**config.mk**
```make
export PLATFORM = sky130hd
export DESIGN_NAME = freq_meter
export DESIGN_NICKNAME = d
export VERILOG_FILES = /design/src/rtl/freq_meter_pkg.sv /design/src/rtl/sync_edge.sv /design/src/rtl/freq_meter.sv
export SDC_FILE = /design/constraint.sdc
export NUM_CORES = 1
export LEC_CHECK = 0
export BUFFER_PORTS_ARGS = -buffer_cell sky130_fd_sc_hd__buf_2
export CAP_MARGIN = 10
export CORE_ASPECT_RATIO = 1.25
export CORE_MARGIN = 5
export CORE_UTILIZATION = 60
export DETAILED_ROUTE_END_ITERATION = 10
export MAX_ROUTING_LAYER = met4
export PLACE_DENSITY = 0.82
export SYNTH_ARGS = -nofsm -noshare
export SYNTH_HDL_FRONTEND = slang
export SYNTH_SLANG_ARGS = --single-unit
```
**constraint.sdc**
```tcl
create_clock -name clkIn -period 7.54 [get_ports clkIn]
set_input_delay 1.131 -clock clkIn [delete_from_list [all_inputs] [get_ports clkIn]]
set_output_delay 1.131 -clock clkIn [all_outputs]
set_load 0.02 [all_outputs]
```
**src/rtl/freq_meter_pkg.sv**
```systemverilog
// Shared types and constants for the frequency meter.
// State encoding and gate-window sizing helpers.
package freq_meter_pkg;

    typedef enum logic [1:0] {
        IDLE = 2'd0,
        ARM  = 2'd1,
        GATE = 2'd2
    } state_t;

    // Number of clkIn cycles in one gate window
    function automatic int gate_len(input int clk_hz, input int gate_div);
        return clk_hz / gate_div;
    endfunction

    // Bits needed to count 0 .. len-1
    function automatic int gate_w(input int len);
        return (len < 3) ? 1 : $clog2(len);
    endfunction

endpackage

```
**src/rtl/sync_edge.sv**
```systemverilog
// Two-flop synchronizer followed by a rising-edge pulse.
// Generic for any asynchronous single-bit input.
module sync_edge (
    input  logic clk,
    input  logic rst,
    input  logic din,
    output logic pulse
);

    logic s1, s2, s3;

    // Metastability filter plus one delayed copy for edge detection
    always_ff @(posedge clk or posedge rst) begin
        if (rst) begin
            s1 <= 1'b0;
            s2 <= 1'b0;
            s3 <= 1'b0;
        end else begin
            s1 <= din;
            s2 <= s1;
            s3 <= s2;
        end
    end

    assign pulse = s2 & ~s3;

endmodule

```
**src/rtl/freq_meter.sv**
```systemverilog
// Frequency meter: counts sigIn rising edges per gate window.
// Results are scaled by GATE_DIV and saturate at full scale.
module freq_meter
    import freq_meter_pkg::*;
#(
    parameter int CLK_HZ   = 50000000,
    parameter int GATE_DIV = 1,
    parameter int CNT_W    = 26
) (
    input  logic             clkIn,
    input  logic             rst,
    input  logic             en,
    input  logic             sigIn,
    output logic [CNT_W-1:0] freqOut,
    output logic             freqValid,
    output logic             overflow,
    output logic             busy
);

    localparam int GATE_LEN = gate_len(CLK_HZ, GATE_DIV);
    localparam int GW       = gate_w(GATE_LEN);
    localparam int DW       = $clog2(GATE_DIV);
    localparam int PW       = CNT_W + DW + 1;

    localparam logic [GW-1:0]    LAST    = GW'(GATE_LEN - 1);
    localparam logic [CNT_W-1:0] CNT_MAX = '1;

    if (GATE_LEN < 2) begin : g_len_check
        $error("freq_meter: gate window must be at least 2 cycles");
    end

    state_t           state;
    logic [GW-1:0]    gate_cnt;
    logic [CNT_W-1:0] edge_cnt;
    logic             edge_ovf;
    logic             edge_p;

    logic [CNT_W:0]   sum;
    logic             sum_ovf;
    logic [CNT_W-1:0] sum_sat;
    logic [PW-1:0]    prod;
    logic             prod_big;
    logic [CNT_W-1:0] scaled;

    sync_edge u_sync (
        .clk   (clkIn),
        .rst   (rst),
        .din   (sigIn),
        .pulse (edge_p)
    );

    // Final-cycle total including this cycle's edge, then scale and clamp
    always_comb begin
        sum      = {1'b0, edge_cnt} + {{CNT_W{1'b0}}, edge_p};
        sum_ovf  = edge_ovf | sum[CNT_W];
        sum_sat  = sum[CNT_W] ? CNT_MAX : sum[CNT_W-1:0];
        prod     = PW'(sum_sat) * PW'(GATE_DIV);
        prod_big = prod > PW'(CNT_MAX);
        scaled   = prod_big ? CNT_MAX : prod[CNT_W-1:0];
    end

    // Control FSM with gate/edge counters and registered results
    always_ff @(posedge clkIn or posedge rst) begin
        if (rst) begin
            state     <= IDLE;
            gate_cnt  <= '0;
            edge_cnt  <= '0;
            edge_ovf  <= 1'b0;
            freqOut   <= '0;
            freqValid <= 1'b0;
            overflow  <= 1'b0;
            busy      <= 1'b0;
        end else begin
            freqValid <= 1'b0;
            unique case (state)
                IDLE: begin
                    if (en) begin
                        state <= ARM;
                        busy  <= 1'b1;
                    end
                end
                ARM: begin
                    gate_cnt <= '0;
                    edge_cnt <= '0;
                    edge_ovf <= 1'b0;
                    if (en) begin
                        state <= GATE;
                    end else begin
                        state <= IDLE;
                        busy  <= 1'b0;
                    end
                end
                GATE: begin
                    if (!en) begin
                        state <= IDLE;
                        busy  <= 1'b0;
                    end else if (gate_cnt == LAST) begin
                        freqOut   <= scaled;
                        overflow  <= prod_big | sum_ovf;
                        freqValid <= 1'b1;
                        gate_cnt  <= '0;
                        edge_cnt  <= '0;
                        edge_ovf  <= 1'b0;
                    end else begin
                        gate_cnt <= gate_cnt + GW'(1);
                        if (edge_p) begin
                            if (edge_cnt == CNT_MAX) begin
                                edge_ovf <= 1'b1;
                            end else begin
                                edge_cnt <= edge_cnt + CNT_W'(1);
                            end
                        end
                    end
                end
                default: begin
                    state <= IDLE;
                    busy  <= 1'b0;
                end
            endcase
        end
    end

endmodule

```
Yosys cells after proc, flatten, opt, wreduce, memory -nomap -nowiden --
Index checks and enable logic that the tools add are counted.
Word-level totals: flip-flop bits (word level) 87, latch bits 0, memory bits (writable) 0, bits in read-only memories 0, bits of input ports 4, output and inout bits 29, logic and storage cells 64, memories kept 0
Cells by class: add/subtract/negate cells 3, $mul 0, divide/modulo/power cells 0, order comparisons 1, eq/ne operators 11, shifts and indexed selects 0, mux-type cells 25, bitwise operators 4, reduce and logical (&&, ||, !) cells 9
Operator list (count):
- $mux 26 | 8
- $pmux 26 s2 | 2
- $add 26x1->26 const B | 2
- $eq 26x26->1 const B | 2
- $add 26x1->27 | 1
- $gt 26x26->1 const B | 1
- $mux 1 | 9
- $ne 3x3->1 const B | 3
- $ne 2x2->1 const B | 4
- $reduce_and 4->1 | 2
- $mux 2 | 3
- $pmux 2 s3 | 1
- $reduce_and 2->1 | 3
- $pmux 1 s2 | 2
- $reduce_and 3->1 | 1
- $eq 2x1->1 const B | 1
- $eq 2x2->1 const B | 1
- $logic_not 2->1 | 1
- $or 1x1->1 | 2
- $reduce_bool 2->1 | 1
- $reduce_or 2->1 | 1
- $and 1x1->1 | 1
- $not 1->1 | 1

Depth between registers and ports, before layout --
depth after elaboration 6, mapped depth 9, gate-level depth less buffers 8

Modules after synthesis --
From an unflattened synthesis, not the netlist that was laid out.
Second synthesis, totals: cells, all modules 496, area total of the unflattened synthesis 4588.2 sq um
By module, submodules not included:
- freq_meter | times used 1, cells each 491, area each 4495.6 sq um, seq. area each 2102.0 sq um
- sync_edge | times used 1, cells each 5, area each 92.6 sq um, seq. area each 75.1 sq um

Worst setup path after synthesis --
Ideal clock, no wire load.
path kind input -> register, start point input en, end point register edge_cnt[21], arrival time 2572 ps, required time 7414 ps, setup slack 4842 ps, stages on the path 6, path buffers 1, cells stage by stage mux2i_1 -> nor2b_1 -> buf_2 -> o21ai_1 -> nor2_1 -> a221o_1
Between the ends: word-level cells in the longest chain between the ends 2
RTL lines:
- start: declaration | line freq_meter.sv:12 | input logic en,
- $ne 2x2->1 (no source line)
- $reduce_and 4->1 (no source line)
- end signal: assignment | line freq_meter.sv:110 | edge_cnt <= edge_cnt + CNT_W'(1);
- end: declaration | line freq_meter.sv:34 | logic [CNT_W-1:0] edge_cnt;
No other way between the ends. A chain may end at the register's enable or synchronous reset.

Worst setup path after layout --
start point register gate_cnt[9], end point register freqOut[12]
Between the ends: word-level cells in the longest chain between the ends 2
RTL lines:
- start: declaration | line freq_meter.sv:33 | logic [GW-1:0] gate_cnt;
- start signal: assignment | line freq_meter.sv:105 | gate_cnt <= gate_cnt + GW'(1);
- $eq 26x26->1 | line freq_meter.sv:97 | end else if (gate_cnt == LAST) begin
- $reduce_and 3->1 (no source line)
- end signal: assignment | line freq_meter.sv:98 | freqOut <= scaled;
- end: declaration | line freq_meter.sv:14 | output logic [CNT_W-1:0] freqOut,
No other way between the ends.

==> results.md <==
* Nets at 525
* Pwr dens at 196 nW/um^2
* FFs w/ async S/R, synth at 100%
* Worst hold path class: flop to flop
* Area of the multi-input gates at 2340 um^2
* Normalized max-slew margin at 29.0%
* Final TNS setup at 0 ps
* RSZ-0062 raised after global routing: no
* Largest net degree at the start of global routing at 88
* Syn Area/Cell at 9.49 um^2
* Leak Pwr at 2.19 nW
* Die Y at 109 um
* Worst VDD drop at 0.193 mV
* CP startpoint kind: flop
* M1 WL at 4350 um
* Crit path max fanout at 30
* Tmin final at 3180 ps
* Area grow syn2layout at 8.11%
* Post-CTS Hold Fix Bufs at 0
* GRT overflow at 0
* Status: complete, no violations
* Critical setup path kind: flop to flop
* Core Rows at 36
* DP Wirelength at 7380 um
* Routed WL at 10,500 um
* Clock sink count at 87
* Number of flops mapped to enable cells by yosys at 0
* Largest family of logic cells by synthesized area: simple AND/OR/NAND/NOR gates
* Tot GR Track Use at 24.4%
* XOR/XNOR Fraction of Synth Area at 9.18%
* Number of global-route vias before repair at 3,717
* CTS-repair resized insts at 0
* Die Area at 9670 um^2
* Global-route wire length before repair at 17,900 um
* Clock Root Buffer: clkbuf_8
* Chip Width at 89.0 um
* Endpoints failing hold at 0
* Clock H-tree levels at 3
* GPL Wtd Cong at 0.957
* Total CTS buffers at 9
* Reg area at 2180 um^2
* Mapped Area at 4680 um^2
* Fillers at 622
* Synth area leaders: dfrtp_1, xor2_1, nor2_1, xnor2_1, nand3_1
* MaxCap Viol Count at 0
* Simple-gate area share of the yosys netlist at 24.4%
* Met2 wire len at 5470 um
* 1st-iter DRT viols at 317
* Core box area at 7700 um^2
* Most frequent cells in the layout: dfrtp_1, nor2_1, buf_2
* Top Metal Used: met4
* Clk slew on worst S/H paths at 90 ps
* Worst slew pin tran at 1070 ps
* Adder-cell share of the synthesized area at 1.87%
* Worst skew pair latency at 370 ps
* Drt first pass iters at 5
* Most used flip-flop cell after synthesis: dfrtp_1
* Clock skew at 12.8 ps
* Post-Syn Nets at 504
* Drt via density at 6.15
* Final setup violation count at 0
* Yosys reg bits at 87
* Post-synth top area share at 46.5%
* Ant diodes at 0
* Element type at the critical path end: flop
* Synth cell types at 57
* Leading cell type in the layout, fill and taps excluded: dfrtp_1
* Fmax at 315 MHz
* Sequential share of the synthesized area at 46.5%
* Proportion of synthesized area in mux cells at 1.61%
* Post-synthesis compound-gate area fraction at 13.1%
* WL/cell at 17.2 um
* Setup bufs post-CTS at 0
* Post-placement cell count at 598
* Fraction of final layout cells sized beyond drive strength 1 at 13.5%
* Final ANT Viol Nets at 0
* Final Max Slew Viols at 0
* Via count at 3,767
* CP Data Arrival Time at 3390 ps
* DR DRC count at 0
* Top Ports at 33
* Synth warn at 0
* Synth area leader: dfrtp_1
* Longest Clk Path Bufs at 2
* Final period util at 42.2%
* Finished Layout Cells at 613
* Required @ worst endpoint at 7750 ps
* Port Buf Inserts at 32
* Routed wire length on met3 at 484 um
* Initial antenna violation count at 0
* CTS tree: done
* Gate Count Post-Synth at 493
* Initial Util at 60.7%
## Yosys cell counts, types with 2 or more instances
master / instances
clkbuf_1: 15
a22o_1: 2
nor3b_1: 2
nand4_1: 20
nor4_2: 2
o21ai_2: 2
nor2b_1: 4
ha_1: 7
buf_2: 4
inv_1: 11
nand4b_1: 2
nor4_1: 5
a21boi_0: 2
nor3_1: 11
o21ai_0: 15
and2_1: 7
buf_1: 2
a21o_1: 2
dfrtp_1: 87
o211ai_1: 7
buf_6: 2
o21a_1: 5
xor2_1: 29
or3_1: 10
o31ai_1: 4
xnor2_1: 20
nor2_1: 65
a21oi_1: 23
and3_1: 13
a31oi_1: 5
a21oi_2: 9
nand2_1: 31
nand3_1: 28
mux2_2: 3
o22a_1: 3
mux2i_1: 3
or4_1: 4
o22ai_1: 2
and4_1: 7
## critical path: stages, from the launching register on
cell,delay (ps)
dfrtp_1,430
or4b_1,560
or4_4,480
nor4_4,260
buf_4,350
o21a_1,740
a21oi_1,170
## where the power goes
group / switching, W / total (W) / internal, W / leakage (nW)
registers: 0.0000112 / 0.000491 / 0.000479 / 1.19
logic: 0.000124 / 0.000167 / 0.0000426 / 0.893
clock network: 0.000162 / 0.000331 / 0.000169 / 0.0985
total: 0.000298 / 0.000989 / 0.000691 / 2.19
## flip-flops by register name, summed over array words and instances (netlist names)
register   count
overflow       1
edge_ovf       1
u_sync.s3      1
edge_cnt      26
state          2
gate_cnt      26
busy           1
u_sync.s2      1
freqValid      1
u_sync.s1      1
freqOut       26
## metal layers
layer / vias to the layer above / track usage (%)
met2: 122 / 40.1
met4: 0 / 7.55
met5: - / -
met3: 23 / 4.69
met1: 1816 / 30.6
li1: 1806 / -
## worst paths after layout
check	startpoint	endpoint	slack, ps	cells after the start
max	gate_cnt[9]	freqOut[12]	4360	6
min	u_sync.s1	u_sync.s2	350	0
max reg2reg	gate_cnt[9]	freqOut[12]	4360	6
min reg2reg	u_sync.s1	u_sync.s2	350	0
max in group asynchronous	rst	edge_cnt[19]	5770	3
min in group asynchronous	rst	freqOut[8]	1090	3
## cell type report
type                            instances  share of cell area (%)
Clock inverter                          3                   0.841
Multi-Input combinational cell        371                    46.4
Inverter                               11                   0.841
Sequential cell                        87                    43.1
Clock buffer                           12                    3.07
Timing Repair Buffer                   34                    3.46
Tap cell                               95                    2.35
## metrics by stage
stage / power, W / util, % / hold WS (ps) / area (um^2) / setup WS [ps]
6_report: 0.000989 / 65.6 / 354 / 5060 / 4360
5_1_grt: 0.00104 / 65.6 / 374 / 5060 / 4140
4_1_cts: 0.000994 / 65.6 / 357 / 5060 / 4330
3_5_place_dp: 0.000667 / 63.1 / 338 / 4860 / 4160
3_3_place_gp: 0.000657 / 63.1 / 333 / 4860 / 4230
2_1_floorplan: 0.000623 / - / 331 / 4680 / 4160
## kinds of logic (layout without fill, tap and decap cells)
family	count (synthesis)	count (layout)
AOI/OAI and AO/OA	91	91
xor gates and xnor gates	49	49
adders and majority gates	7	7
buffers and inverters	35	60
DFF	87	87
muxes	7	7
and+or+nand+nor	217	217
Note: power is estimated with default switching activity, not from simulation.
